`config.mk`:
```
export PLATFORM = sky130hd
export DESIGN_NAME = bpsraminit
export DESIGN_NICKNAME = d
export VERILOG_FILES = /design/src/rtl/bpsraminit.sv
export SDC_FILE = /design/constraint.sdc
export NUM_CORES = 1
export LEC_CHECK = 0
export ABC_AREA = 0
export CAP_MARGIN = 40
export CORE_AREA = 3 3 40 42
export DETAILED_ROUTE_END_ITERATION = 7
export DIE_AREA = 0 0 43 45
export PLACE_DENSITY = 0.83
export RECOVER_POWER = 50
export SLEW_MARGIN = 20
export SYNTH_ARGS = -nofsm -noshare
export SYNTH_HDL_FRONTEND = slang
export SYNTH_SLANG_ARGS = --single-unit
```
`constraint.sdc`:
```
create_clock -name clk -period 2.04 [get_ports clk]
set_input_delay 0.306 -clock clk [delete_from_list [all_inputs] [get_ports clk]]
set_output_delay 0.306 -clock clk [all_outputs]
set_load 0.1 [all_outputs]
```
`src/rtl/bpsraminit.sv`:
```
// bpsraminit: write-port front end for predictor table SRAMs (PHT/BHT).
// After reset it sweeps every entry to INITVAL, then passes predictor update
// writes straight through to the SRAM write port with no added latency.
// While sweeping, read data is masked to INITVAL and InitBusyF is raised.
// Optional feature: define BPINIT_FLUSH_EN to let FlushReq re-run the sweep
// from READY (fence.i / predictor-clear CSR writes).
module bpsraminit #(
  parameter int unsigned           DEPTH   = 64,
  parameter int unsigned           WIDTH   = 2,
  parameter logic [WIDTH-1:0]      INITVAL = 'b01
) (
  input  logic                     clk,
  input  logic                     reset,
  input  logic                     UpdCE,
  input  logic                     UpdWE,
  input  logic [$clog2(DEPTH)-1:0] UpdAdr,
  input  logic [WIDTH-1:0]         UpdData,
  input  logic [WIDTH-1:0]         RdDataIn,
  input  logic                     FlushReq,
  output logic                     SramCE,
  output logic                     SramWE,
  output logic [$clog2(DEPTH)-1:0] SramAdr,
  output logic [WIDTH-1:0]         SramData,
  output logic [WIDTH-1:0]         RdDataOut,
  output logic                     InitBusyF
);

  localparam int unsigned AW = $clog2(DEPTH);

  typedef enum logic {
    INIT  = 1'b0,
    READY = 1'b1
  } state_t;

  state_t          state, nextState;
  logic [AW-1:0]   InitAdr, nextInitAdr;

`ifndef BPINIT_FLUSH_EN
  // FlushReq has no function without the flush feature.
  logic unusedFlushReq;
  assign unusedFlushReq = FlushReq;
`endif

  // State and sweep-address registers; reset restarts the sweep at entry 0.
  always_ff @(posedge clk) begin
    if (reset) begin
      state   <= INIT;
      InitAdr <= '0;
    end else begin
      state   <= nextState;
      InitAdr <= nextInitAdr;
    end
  end

  // Next-state logic: step through every entry once, then hold in READY.
  always_comb begin
    nextState   = state;
    nextInitAdr = InitAdr;
    case (state)
      INIT: begin
        if (InitAdr == AW'(DEPTH - 1)) begin
          nextState   = READY;
          nextInitAdr = '0;
        end else begin
          nextInitAdr = InitAdr + AW'(1);
        end
      end
      READY: begin
`ifdef BPINIT_FLUSH_EN
        if (FlushReq) begin
          nextState   = INIT;
          nextInitAdr = '0;
        end
`endif
      end
      default: begin
        nextState   = INIT;
        nextInitAdr = '0;
      end
    endcase
  end

  // Output mux: sweep writes override the predictor during INIT; passthrough in READY.
  always_comb begin
    SramCE    = UpdCE;
    SramWE    = UpdWE;
    SramAdr   = UpdAdr;
    SramData  = UpdData;
    RdDataOut = RdDataIn;
    InitBusyF = 1'b0;
    if (state != READY) begin
      SramCE    = 1'b1;
      SramWE    = 1'b1;
      SramAdr   = InitAdr;
      SramData  = INITVAL;
      RdDataOut = INITVAL;
      InitBusyF = 1'b1;
    end
  end

endmodule

```
Yosys cells after proc, flatten, opt, wreduce, memory -nomap -nowiden

Index checks and enable logic that the tools add are counted.

Multiply operators: 0
Reductions and logical operators: 0
Equal/unequal tests: 1
Multiplexer cells: 9
Div/mod/pow operators: 0
Shifts and indexed selects: 0
$add $sub $neg: 1
Bitwise logic cells: 0
Order comparisons: 0

Operator list:

| operator              | number |
|---|---|
| $mux W6               | 2 |
| $add A6 B1 Y6 const B | 1 |
| $eq A6 B6 Y1 const B  | 1 |
| $mux W1               | 5 |
| $mux W2               | 2 |

Bits in latches: 0
Logic and storage cells: 13
Memories: 0
Register bits after elaboration: 7
RAM bits: 0
ROM bits: 0
Output and inout port bits: 13

Logic depth before layout (Yosys ltp)

Depth in word-level cells: 3
Gate-level depth with buffers: 4
Mapped depth without buffers: 4

Worst setup path after synthesis

OpenSTA, ideal clock, no wires.

Path kind: register to output
Start point: register state
End point: output port RdDataOut[1]
Arrival time: 1,388 ps
Buffers on the path: 2
Path slack: 346 ps
Stages on the path, launching flop included: 4
Path through: dfxtp_1 > buf_6 > buf_2 > and2_1

Word-level cells in the longest chain between the ends: 1

Ends and longest elaborated chain:

| what                   | line | text |
|---|---|---|
| start, declared        | 35   | `state_t state, nextState;` |
| start signal, assigned | 50   | `state <= nextState;` |
| $mux W2                | 91   | `if (state != READY) begin` |
| end, declared          | 24   | `output logic [WIDTH-1:0] RdDataOut,` |

Every way passes these cells.

Worst setup path in the final report

Start point: register state
End point: output port SramAdr[2]

Word-level cells in the longest chain between the ends: 1

Ends and longest elaborated chain:

| what          | line | text |
|---|---|---|
| $mux W6       | 91   |  |
| end, declared | 22   | `output logic [$clog2(DEPTH)-1:0] SramAdr,` |

Every way passes these cells.

==> flow_summary_export.csv <==
group,metric,value,unit
outcome,status,"completed",
pwr,p_switching,0.1362,mW
drt,drtPass1Iterations,4,
global_route,grt_pass1_vias,421,
min_path,hp-class,"flop to flop",
floorplan,start_util,34.18,%
synth,yosysTopAreaCellShare,31.91,%
pwr,power_frac_clock,31.2,%
floorplan,die_y,45,um
synth,synth_area_per_cell,9.344,um^2
finish,nets,92,
synth,synth_xor_area_share,7.977,%
synth,synth_compound_area_share,2.564,%
synth,synthSimpleGateAreaFrac,32.48,%
synth,synth_largest_area_cell,"dfxtp_1",
synth,yosys_warnings,0,
drt,drc,0,
clock_tree,clk_latency,250,ps
global_route,antenna_found_initial,0,
synth,synthMuxAreaShare,17.66,%
synth,synthAdderAreaFrac,2.849,%
floorplan,rows,13,
sta,hold_ws,574.3,ps
setup_path,worst_setup_path_end_kind,"output pin",
synth,syn_area,439.2,um^2
place,gp_congestion,0.8123,
synth,synth_top_family_by_area,"simple AND/OR/NAND/NOR gates",
global_route,grt.overflow.total,0,
synth,synth-seq-area-share,31.91,%
clock_tree,htreeDepth,1,
pwr,ir_drop,0.0003821,V
finish,drive_above_1_share,29.33,%
synth,yosys_register_bits,7,
sta,tightest_slew,626.4,ps
setup_path,start_kind,"flop",
sta,slew_violations,0,
clock_tree,cts_tree,"done",
sta,fin_crit_sh,92.33,%
clock_tree,post-cts-setup-buffers,0,
clock_tree,cts_root_buf,"clkbuf_4",
synth,synthCells,47,
drt,drt_iter0_markers,2,
finish,seqCellArea,140.1,um^2
clock_tree,clk_transition_reported_paths,60,ps
floorplan,die_area,1935,um^2
global_route,grt_pass1_wl,1849,um
clock_tree,clkSinkCount,7,
place,dp_hpwl,917.8,um
pwr,power_density,525.4,nW/um^2
finish,layout_commonest_cell,"clkdlybuf4s50_1",
floorplan,ios,28,
sta,fin_skew,6.611,ps
place,dpl-instance-area,819.5,um^2
finish,nFillCells,107,
drt,finalWirelength,1170,um
clock_tree,cts_max_path_buffers,2,
synth,syn_nets,63,
finish,final_cell_mix,"13 x clkdlybuf4s50_1, 9 x buf_12, 7 x dfxtp_1",
sta,hold_violations,0,
setup_path,crit_type,"flop to output pin",
setup_path,crit_fanout,19,
floorplan,core-area,1285,um^2
pwr,pwr-share-comb,32.1,%
global_route,grt.total_usage,13.19,%
drt,routed_via_density,5.044,
drt,antenna_left,0,
sta,fmax,530.9,MHz
pwr,switching_share,32.68,%
pwr,leakagePower,0.3057,nW
finish,final_core_util,61.73,%
synth,synth.distinct_cells,22,
place,port_buffers,26,
pwr,power.internal,0.2806,mW
setup_path,crit_arrival,1580,ps
finish,area_growth,80.63,%
finish,final_cell_area,793.3,um^2
clock_tree,postCtsHoldBufs,0,
drt,vias,454,
synth,yosys-top-cells-area,"dfxtp_1 32%, mux2_2 15%, xor2_1 6.0%",
finish,multiInputGateArea,264.0,um^2
sta,period_needed,1884,ps
drt,wl_per_cell,13.00,um
sta,setup_viol,0,
pwr,pwr-share-seq,36.7,%
setup_path,worstPathRequired,1730,ps
finish,n_antenna_cell,0,
sta,grt_setup_unrepaired,"no",
floorplan,die_x,43,um
sta,slew_headroom,58.19,%
global_route,grt_max_degree,20,
clock_tree,cts_buffers,3,
clock_tree,cts-resized-gates,0,
flow_run,maxCapViolations,0,
sta,finalSetupTns,0,ps
## synthesized netlist by cell type
cell,instances
ha_1,1
nand3b_1,1
nor2_1,4
mux2_2,6
buf_2,1
dfxtp_1,7
o21ai_0,1
nand4b_4,1
xor2_1,3
nor3_1,2
a31oi_1,1
nand2_1,3
inv_1,1
nand2b_1,4
nand3_1,2
mux2i_1,1
and2_1,2
nor2b_1,2
xnor2_1,1
buf_6,1
or3_1,1
nand4b_1,1
## worst paths after layout
check | startpoint | endpoint | slack (ps) | cells after the start
max reg2reg | state | InitAdr[5] | 550 | 3
min | InitAdr[5] | InitAdr[5] | 570 | 2
min reg2reg | InitAdr[5] | InitAdr[5] | 570 | 2
max | state | SramAdr[2] | 160 | 2
## cell families (layout without fill, tap and decap cells)
group / count (synthesis) / in the layout
XOR/XNOR: 4 / 4
flip-flops: 7 / 7
buffers and inverters: 3 / 31
multiplexers: 7 / 7
AND/OR/NAND/NOR: 23 / 23
AO/OA/AOI/OAI: 2 / 2
adder cells (fa/ha/maj): 1 / 1
## power by group through the flow
stage          Combinational (mW)  Clock, mW  Sequential [mW]
4_1_cts                     0.135      0.130            0.155
5_1_grt                     0.139      0.138            0.154
3_5_place_dp                0.134          0            0.158
6_report                    0.134      0.130            0.153
2_1_floorplan              0.0729          0            0.156
3_3_place_gp                0.131          0            0.157
## flip-flops by register name, summed over array words and instances, names as in the netlist
name     count
InitAdr      6
state        1
## metal layers
metal | GRT usage [%] | share of wire, % | wire (um) | up-vias
met5 | 0 | 0 | 0 | -
met2 | 20.96 | 43 | 505 | 32
li1 | - | - | - | 214
met4 | 9.639 | 3.5 | 41 | 0
met3 | 4.781 | 12 | 146 | 6
met1 | 14.56 | 41 | 476 | 202
## final cells by class
cell class,count,share of cell area [%]
Timing Repair Buffer,26,42.90
Clock buffer,4,3.312
Tap cell,15,2.366
Multi-Input combinational cell,37,33.28
Sequential cell,7,17.67
Inverter,1,0.4732
## worst max-delay path: stages (launching register included)
cell and delay, ps:
dfxtp_1 720, mux2_2 430, buf_12 170
## through the flow
stage	total power, mW	cells	setup WS (ps)
6_report	0.4168	90	156.5
4_1_cts	0.4197	90	128.6
3_5_place_dp	0.2926	86	399.1
2_1_floorplan	0.2286	47	346.3
5_1_grt	0.4316	90	37.28
3_3_place_gp	0.2887	86	400.2
(Power assumes the default switching activity.)
